`src/rtl/neander_io_responder.sv`:
```
// Neander CPU I/O port responder: TX byte queue toward the device, single-byte RX holding register, status byte.
// Define NEANDER_IO_TXFIFO_EN for a TX_DEPTH-entry TX FIFO; otherwise TX is a single holding register.
module neander_io_responder #(
  parameter int TX_DEPTH = 4
) (
  input  logic       clk,
  input  logic       reset_n,
  input  logic       io_write,
  input  logic [7:0] io_out,
  input  logic       io_read,
  input  logic       io_stat_read,
  output logic [7:0] io_in,
  output logic [7:0] io_status,
  output logic [7:0] tx_data,
  output logic       tx_valid,
  input  logic       tx_ready,
  input  logic [7:0] rx_data,
  input  logic       rx_valid,
  output logic       rx_ready
);

  if (TX_DEPTH < 2 || TX_DEPTH > 16 || (TX_DEPTH & (TX_DEPTH - 1)) != 0) begin : g_bad_depth
    $error("TX_DEPTH must be a power of two in 2..16");
  end

  logic w_full;
  logic w_empty;
  logic w_pop;
  logic w_push;
  logic w_drop;

  assign w_pop  = tx_valid & tx_ready;
  // A full queue still accepts a write when the head leaves in the same cycle.
  assign w_push = io_write & (~w_full | w_pop);
  assign w_drop = io_write & w_full & ~w_pop;

`ifdef NEANDER_IO_TXFIFO_EN
  localparam int PTR_W = $clog2(TX_DEPTH);
  localparam int CNT_W = PTR_W + 1;

  logic [7:0]       r_mem [TX_DEPTH];
  logic [PTR_W-1:0] r_wr_ptr;
  logic [PTR_W-1:0] r_rd_ptr;
  logic [CNT_W-1:0] r_count;

  assign w_full   = (r_count == CNT_W'(TX_DEPTH));
  assign w_empty  = (r_count == '0);
  assign tx_valid = ~w_empty;
  assign tx_data  = w_empty ? 8'h00 : r_mem[r_rd_ptr];

  always_ff @(posedge clk) begin
    if (w_push) begin
      r_mem[r_wr_ptr] <= io_out;
    end
  end

  // Pointers wrap naturally because TX_DEPTH is a power of two.
  always_ff @(posedge clk or negedge reset_n) begin
    if (!reset_n) begin
      r_wr_ptr <= '0;
      r_rd_ptr <= '0;
      r_count  <= '0;
    end else begin
      if (w_push) begin
        r_wr_ptr <= r_wr_ptr + 1'b1;
      end
      if (w_pop) begin
        r_rd_ptr <= r_rd_ptr + 1'b1;
      end
      case ({w_push, w_pop})
        2'b10:   r_count <= r_count + 1'b1;
        2'b01:   r_count <= r_count - 1'b1;
        default: r_count <= r_count;
      endcase
    end
  end
`else
  logic [7:0] r_tx_hold;
  logic       r_tx_valid;

  assign w_full   = r_tx_valid;
  assign w_empty  = ~r_tx_valid;
  assign tx_valid = r_tx_valid;
  assign tx_data  = r_tx_valid ? r_tx_hold : 8'h00;

  always_ff @(posedge clk or negedge reset_n) begin
    if (!reset_n) begin
      r_tx_hold  <= 8'h00;
      r_tx_valid <= 1'b0;
    end else if (w_push) begin
      r_tx_hold  <= io_out;
      r_tx_valid <= 1'b1;
    end else if (w_pop) begin
      r_tx_valid <= 1'b0;
    end
  end
`endif

  logic [7:0] r_rx_data;
  logic       r_rx_full;
  logic       r_tx_drop;
  logic       r_rx_under;
  logic       w_rx_take;
  logic       w_rx_clear;
  logic       w_rx_under_set;

  assign rx_ready       = ~r_rx_full;
  assign w_rx_take      = rx_valid & ~r_rx_full;
  assign w_rx_clear     = io_read & r_rx_full;
  assign w_rx_under_set = io_read & ~r_rx_full;

  // Take and clear are mutually exclusive, so a freed slot refills one cycle later at the earliest.
  always_ff @(posedge clk or negedge reset_n) begin
    if (!reset_n) begin
      r_rx_data <= 8'h00;
      r_rx_full <= 1'b0;
    end else if (w_rx_take) begin
      r_rx_data <= rx_data;
      r_rx_full <= 1'b1;
    end else if (w_rx_clear) begin
      r_rx_full <= 1'b0;
    end
  end

  // Sticky error flags: a set in the status-read cycle wins over the clear.
  always_ff @(posedge clk or negedge reset_n) begin
    if (!reset_n) begin
      r_tx_drop  <= 1'b0;
      r_rx_under <= 1'b0;
    end else begin
      if (w_drop) begin
        r_tx_drop <= 1'b1;
      end else if (io_stat_read) begin
        r_tx_drop <= 1'b0;
      end
      if (w_rx_under_set) begin
        r_rx_under <= 1'b1;
      end else if (io_stat_read) begin
        r_rx_under <= 1'b0;
      end
    end
  end

  assign io_in     = r_rx_full ? r_rx_data : 8'h00;
  assign io_status = {3'b000, r_rx_under, r_tx_drop, w_empty, w_full, r_rx_full};

endmodule

```
`config.mk`:
```
export PLATFORM = sky130hd
export DESIGN_NAME = neander_io_responder
export DESIGN_NICKNAME = d
export VERILOG_FILES = /design/src/rtl/neander_io_responder.sv
export SDC_FILE = /design/constraint.sdc
export NUM_CORES = 1
export LEC_CHECK = 0
export CAP_MARGIN = 10
export CORE_MARGIN = 1.5
export CORE_UTILIZATION = 42
export DETAILED_ROUTE_END_ITERATION = 10
export PLACE_DENSITY = 0.84
export SKIP_CTS_REPAIR_TIMING = 1
export SLEW_MARGIN = 20
export SYNTH_ARGS = -nofsm -noshare
export SYNTH_HDL_FRONTEND = slang
export SYNTH_SLANG_ARGS = --single-unit
```
`constraint.sdc`:
```
create_clock -name clk -period 3.6 [get_ports clk]
set_clock_uncertainty 0.1 [all_clocks]
set_input_delay 0.72 -clock clk [delete_from_list [all_inputs] [get_ports clk]]
set_output_delay 0.72 -clock clk [all_outputs]
set_load 0.01 [all_outputs]
```
# Word-level counts from Yosys, hierarchy flattened
# Cells that the tools add are included.
[word_totals] wordCells=30 input_bits=23 ff_bits=20 output_inout_bits=26
[op_classes] mux=9 reduce_logical=4 n_bitwise=11
[ops] op="two-way mux 8 bit" count=2
[ops] op="nonzero test 2 bit" count=4
[ops] op="AND 1 bit" count=7
[ops] op="two-way mux 1 bit" count=7
[ops] op="NOT 1 bit" count=3
[ops] op="OR 1 bit" count=1

# Logic depth before layout (Yosys ltp)
# Gate-level depths: netlist (run 1).
[depth] word_depth=4 depth_mapped=3 depth_no_buf=3

# Worst setup path before layout (run 1)
# No wires, ideal clock.
[synth_path] path_kind="input-to-reg" startpoint="input port tx_ready" endpoint="register r_tx_hold[0]" setup_ns=0.125 required_ns=3.375 t_arrival_ns=1.358 slack_ns=2.017 n_path_buf=0 stages=3 cell_sequence="nand2b_2 > nand2_4 > mux2_2"
[synth_between] elab_chain_len=3
[synth_lines] item="start: declaration" line="16" rtl="input logic tx_ready,"
[synth_lines] item="AND 1 bit" line="32" rtl="assign w_pop = tx_valid & tx_ready;"
[synth_lines] item="OR 1 bit" line="34" rtl="assign w_push = io_write & (~w_full | w_pop);"
[synth_lines] item="AND 1 bit" line="34"
[synth_lines] item="end signal: assignment" line="91" rtl="r_tx_hold <= io_out;"
[synth_lines] item="end: declaration" line="78" rtl="logic [7:0] r_tx_hold;"
# No other way between the ends.
# A chain may end at the register's enable or synchronous reset.

# Worst setup path in the final report (run 1)
[layout_path] startpoint="register r_rx_full" endpoint="output port io_in[1]"
[layout_between] elab_chain_len=1
[layout_lines] item="start: declaration" line="100" rtl="logic r_rx_full;"
[layout_lines] item="start signal: assignment" line="116" rtl="r_rx_full <= 1'b0;"
[layout_lines] item="start signal: assignment" line="119" rtl="r_rx_full <= 1'b1;"
[layout_lines] item="start signal: assignment" line="121" rtl="r_rx_full <= 1'b0;"
[layout_lines] item="two-way mux 8 bit" line="144" rtl="assign io_in = r_rx_full ? r_rx_data : 8'h00;"
[layout_lines] item="end: declaration" line="12" rtl="output logic [7:0] io_in,"
# No other way between the ends.

==> flow_metrics.py, run 1 <==
metrics = {
    "die": {
        "die_w_um": 51.02,
        "initial_utilization_pct": 44.20,
        "ioPinCount": 49,
        "die-area_mm2": 0.002603,
        "die_y_um": 51.02,
        "core_area_mm2": 0.002191,
        "row_count": 17,
    },
    "timing": {
        "setup_violations": 0,
        "rsz0062_at_grt": "no",
        "slew_violations": 0,
        "slew_headroom_pct": 43.45,
        "finalHoldViolCount": 0,
        "max_freq_mhz": 425.1,
        "period_needed_ns": 2.353,
        "tns_ns": 0,
        "tightest_slew_ns": 0.8456,
        "period_share_pct": 65.35,
    },
    "setup_path": {
        "critical_path_class": "reg -> out",
        "worstSetupStartpoint": "r_rx_full",
        "start_kind": "register",
        "critPathArrivalTime_ns": 1.53,
        "r2r-end": "r_rx_data[5]",
        "crit_path_end_kind": "output pin",
        "reg2reg_from": "r_rx_full",
        "cp_max_fo": 11,
        "rr_worst_depth": 2,
        "critPathRequiredTime_ns": 2.78,
        "reg2reg_slack_ns": 2.05,
        "crit_end": "io_in[1]",
    },
    "detailed_routing": {
        "via_per_inst": 4.472,
        "ant_nets": 0,
        "route.detailed.drc": 0,
        "dr.first_iter.drc_count": 4,
        "vias": 635,
        "wl_per_cell_um": 11.98,
        "wirelength_um": 1701,
        "first_pass_iters": 4,
    },
    "global_routing": {
        "grt_usage_pct": 14.82,
        "grt_pass1_wl_um": 2911,
        "grt_pass1_vias": 646,
        "antenna_found_initial": 0,
        "grt_max_degree": 21,
        "overflow": 0,
    },
    "layout": {
        "layout_common_cells": "clkdlybuf4s50_1, dfrtp_1",
        "area_delta_synth_final_pct": 45.87,
        "n_fill_cell": 181,
        "drive_above_1_share_pct": 26.32,
        "fin_util_pct": 64.48,
        "instances_no_fill": 142,
        "post-route-cell-area_mm2": 0.001413,
        "num_antenna_cells": 0,
        "layout_commonest_cell": "clkdlybuf4s50_1",
        "nets": 139,
    },
    "place": {
        "placed_area_mm2": 0.001390,
        "dp_cells": 139,
        "hpwl_um": 1338,
        "gp_congestion": 0.6441,
        "port_buffers": 45,
    },
    "clock_network": {
        "clk_pin_slew_worst_paths_ns": 0.10,
        "clk_latency_ns": 0.28,
        "h-tree-depth": 1,
        "cts_buffers": 3,
        "cts.sinks": 20,
        "root_buffer": "clkbuf_4",
        "clockBufferDepth": 2,
        "tritoncts": "built",
    },
    "yosys": {
        "yosysUniqueCellTypes": 16,
        "avgSynthCellArea_um2": 13.27,
        "synth_area_um2": 968.4,
        "ys_ff_latch": 20,
        "synthCells": 73,
        "ys_seq_area_share_pct": 51.68,
        "ys_warn_count": 0,
    },
    "flow_run": {
        "drv_cap": 0,
    },
    "power_and_ir_drop": {
        "powerDensity_mw_per_mm2": 418.6,
        "p_leak_nw": 0.6170,
        "peakVddDrop_v": 0.0002359,
    },
    "outcome": {
        "status": "complete, no violations",
    },
    "min_path": {
        "worstHoldPathType": "reg -> reg",
    },
}
cell usage after synthesis, drive strengths merged:
master | number | area (um2)
and2 | 16 | 110.1
o21bai | 1 | 7.510
a22o | 1 | 8.760
nor2b | 1 | 8.760
conb | 1 | 3.750
nand2b | 1 | 8.760
mux2 | 16 | 210.2
o2bb2ai | 1 | 8.760
nand2 | 2 | 15.01
buf | 9 | 71.32
inv | 4 | 15.01
dfrtp | 20 | 500.5
state kept, by name, indices dropped and copies added, names as in the netlist:
| signal | flops |
|---|---|
| r_rx_full | 1 |
| r_tx_hold | 8 |
| r_tx_drop | 1 |
| r_rx_data | 8 |
| r_rx_under | 1 |
| tx_valid | 1 |
area by class of cell:
type	count	area (um2)	area share (%)
clock buffers	3	22.52	1.594
inverters	4	15.01	1.063
multi-input cells	42	389.1	27.55
flip-flops and latches	20	500.5	35.43
well taps	28	35.03	2.480
repair buffers	45	450.4	31.89
cells by family after synthesis:
logic type	Yosys count	synth area share, %
compound gates	3	2.585
flops	20	51.68
mux	16	21.71
simple gates	20	14.73
other cells	1	0.3872
buf+inv	13	8.914
report_power, final:
part | leakage (nW) | switching, W | internal (W)
sequential | 0.234 | 0.0000248 | 0.000263
clock | 0.0138 | 0.0000573 | 0.0000388
combinational | 0.369 | 0.0000662 | 0.000141
total | 0.617 | 0.000148 | 0.000443
worst min path at each step:
stage                      start  slack, ns  cells past startpoint           end
floorplan                reset_n       0.32                      0  r_rx_data[0]
global placement       r_tx_drop       0.38                      1     r_tx_drop
detailed placement     r_tx_drop       0.39                      1     r_tx_drop
CTS                 r_tx_hold[3]       0.41                      1  r_tx_hold[3]
global route        r_tx_hold[5]       0.43                      1  r_tx_hold[5]
finish                 r_tx_drop       0.40                      1     r_tx_drop
critical path, cell delays in order, from the launching register on:
cell and delay [ns]:
dfrtp_1 0.52, and2_2 0.20, clkdlybuf4s50_1 0.54
metrics by stage:
stage	setup slack, ns	total power (W)	hold WS [ns]
finish	1.247	0.0005913	0.4036
global route	1.129	0.0006297	0.4285
CTS	1.208	0.0006016	0.4109
detailed placement	1.343	0.0005018	0.3854
global placement	1.385	0.0004949	0.3754
floorplan	2.017	0.0004003	0.3244
layer usage:
| metal | routed length (um) | global-route usage [%] | up-vias |
|---|---|---|---|
| met5 | 0 | 0 | - |
| met4 | 0 | 4.054 | 0 |
| met3 | 116 | 2.924 | 0 |
| met2 | 781 | 23.38 | 33 |
| met1 | 803 | 20.80 | 293 |
| li1 | - | - | 309 |
Power figures use the tool's default switching activity.
==> run 2, diff against run 1 <==
--- a/config.mk
+++ b/config.mk
@@ -7,9 +7,9 @@
 export LEC_CHECK = 0
 export CAP_MARGIN = 10
 export CORE_MARGIN = 1.5
-export CORE_UTILIZATION = 42
+export CORE_UTILIZATION = 35
 export DETAILED_ROUTE_END_ITERATION = 10
-export PLACE_DENSITY = 0.84
+export PLACE_DENSITY = 0.75
 export SKIP_CTS_REPAIR_TIMING = 1
 export SLEW_MARGIN = 20
 export SYNTH_ARGS = -nofsm -noshare
==> constraint.sdc (replaced) <==
create_clock -name clk -period 2 [get_ports clk]
set_clock_uncertainty 0.1 [all_clocks]
set_input_delay 0.4 -clock clk [delete_from_list [all_inputs] [get_ports clk]]
set_output_delay 0.4 -clock clk [all_outputs]
set_load 0.01 [all_outputs]
==> run 2 against run 1 <==
Effect of this change:
- clock power grew 130%
- core utilization shrank 5.9 points
- die area grew 19%
- design area grew 5.6%
- global-route usage shrank 2.4 points
- sequential cell count is the same
- non-clock buffer count grew 5
- sequential power grew 80%
- combinational power grew 81%
- sequential share of layout area shrank 1.7 points
- hold slack lost 0.066 ns
- first-iteration DRC count grew 25%
- critical path type unchanged
==> flow_metrics.py, run 2 (same netlist as run 1, synthesis figures left out) <==
metrics = {
    "clock_network": {
        "clk_pin_slew_worst_paths_ns": 0.11,
        "cts.sinks": 20,
        "root_buffer": "clkbuf_4",
        "tritoncts": "built",
        "cts_buffers": 3,
        "h-tree-depth": 1,
        "clk_latency_ns": 0.29,
        "clockBufferDepth": 2,
    },
    "timing": {
        "finalHoldViolCount": 0,
        "setup_violations": 0,
        "max_freq_mhz": 521.5,
        "whs_ns": 0.3378,
        "period_needed_ns": 1.917,
        "fin_ws_ns": 0.08251,
        "slew_violations": 0,
        "rsz0062_at_grt": "no",
        "period_share_pct": 95.87,
    },
    "die": {
        "die-area_mm2": 0.003091,
        "core_area_mm2": 0.002545,
        "row_count": 18,
        "die_y_um": 55.60,
        "initial_utilization_pct": 38.05,
        "ioPinCount": 49,
        "die_w_um": 55.60,
    },
    "global_routing": {
        "grt_pass1_wl_um": 3091,
        "grt_max_degree": 21,
        "grt_pass1_vias": 677,
        "grt_usage_pct": 12.44,
        "overflow": 0,
        "antenna_found_initial": 0,
    },
    "detailed_routing": {
        "via_per_inst": 4.293,
        "route.detailed.drc": 0,
        "wirelength_um": 1801,
        "dr.first_iter.drc_count": 5,
        "vias": 644,
        "wl_per_cell_um": 12.01,
        "ant_nets": 0,
        "first_pass_iters": 4,
    },
    "outcome": {
        "status": "complete, no violations",
    },
    "layout": {
        "num_antenna_cells": 0,
        "area_delta_synth_final_pct": 54.01,
        "fin_util_pct": 58.60,
        "layout_common_cells": "clkdlybuf4s50_1, dfrtp_1, dlymetal6s2s_1",
        "reg_top3": "r_rx_data x8, r_tx_hold x8",
        "post-route-cell-area_mm2": 0.001491,
        "nets": 144,
        "layout_commonest_cell": "clkdlybuf4s50_1",
        "drive_above_1_share_pct": 31.67,
    },
    "place": {
        "placed_area_mm2": 0.001415,
        "post-place-ws_ns": 0.2741,
        "gp_congestion": 0.7609,
        "port_buffers": 45,
        "hpwl_um": 1448,
    },
    "power_and_ir_drop": {
        "peakVddDrop_v": 0.0004469,
        "switching_share_pct": 24.64,
        "comb_power_share_pct": 33.7,
        "switchingPower_w": 0.0002754,
        "p_leak_nw": 0.7760,
        "p_int_w": 0.0008423,
        "p_seq_share_pct": 46.3,
        "powerDensity_mw_per_mm2": 749.4,
        "pwr-share-clk_pct": 19.9,
    },
    "setup_path": {
        "critPathArrivalTime_ns": 1.42,
        "critical_path_class": "reg -> out",
        "cp_max_fo": 11,
        "reg2reg_from": "r_rx_full",
        "crit_path_end_kind": "output pin",
        "start_kind": "register",
        "reg2reg_slack_ns": 0.58,
        "critPathRequiredTime_ns": 1.50,
        "r2r-end": "r_rx_data[2]",
        "rr_worst_depth": 4,
    },
    "min_path": {
        "worstHoldPathType": "in -> async",
    },
    "flow_run": {
        "drv_cap": 0,
    },
}
-- run 2: worst max-delay path, stage by stage (launching register included) --
cell	delay (ns)
dfrtp_2	0.48
inv_1	0.11
clkdlybuf4s50_1	0.54
-- run 2: worst max path at each step --
stage,from,endpoint,slack (ns),cells after the start
5_1_grt,tx_valid,tx_data[5],0.008,2
4_1_cts,r_rx_full,io_in[2],-0.07,2
6_report,r_rx_full,rx_ready,0.08,2
3_5_place_dp,tx_ready,r_tx_hold[0],0.27,4
3_3_place_gp,r_rx_full,io_in[2],0.27,2
2_1_floorplan,tx_valid,r_tx_hold[0],0.72,3
-- run 2: final cells by class --
cell class	instances	area (um2)
Fill cell	246	1054
Tap cell	30	37.54
Inverter	4	15.01
Sequential cell	20	503.0
Timing Repair Buffer	50	510.5
Clock buffer	4	36.28
Multi-Input combinational cell	42	389.1
-- run 2: power by group through the flow --
stage	registers, W	logic, W	clock network, W
6_report	0.000518	0.000377	0.000223
5_1_grt	0.000528	0.000403	0.000248
4_1_cts	0.000518	0.000387	0.000231
3_5_place_dp	0.000524	0.000385	0
3_3_place_gp	0.000524	0.000377	0
2_1_floorplan	0.000510	0.000211	0
-- run 2: through the flow --
step                      std cells  setup TNS, ns  total power [W]
after floorplan                  75              0        0.0007205
after global placement          144              0        0.0009008
after detailed placement        144              0        0.0009090
after CTS                       148        -0.6486         0.001136
after global routing            150              0         0.001180
final                           150              0         0.001118
-- run 2: metal layers --
layer / wire (um) / track usage [%]
met5: 0 / 0
met4: 0 / 4.181
met3: 156 / 3.256
met2: 814 / 19.73
met1: 830 / 16.54
==> run 3, diff against run 2 <==
--- a/config.mk
+++ b/config.mk
@@ -11,7 +11,7 @@
 export DETAILED_ROUTE_END_ITERATION = 10
 export PLACE_DENSITY = 0.75
 export SKIP_CTS_REPAIR_TIMING = 1
-export SLEW_MARGIN = 20
+export SLEW_MARGIN = 30
 export SYNTH_ARGS = -nofsm -noshare
 export SYNTH_HDL_FRONTEND = slang
 export SYNTH_SLANG_ARGS = --single-unit
==> results of run 3 <==
No change in the layout: final DEF, timing and power equal those of run 2.
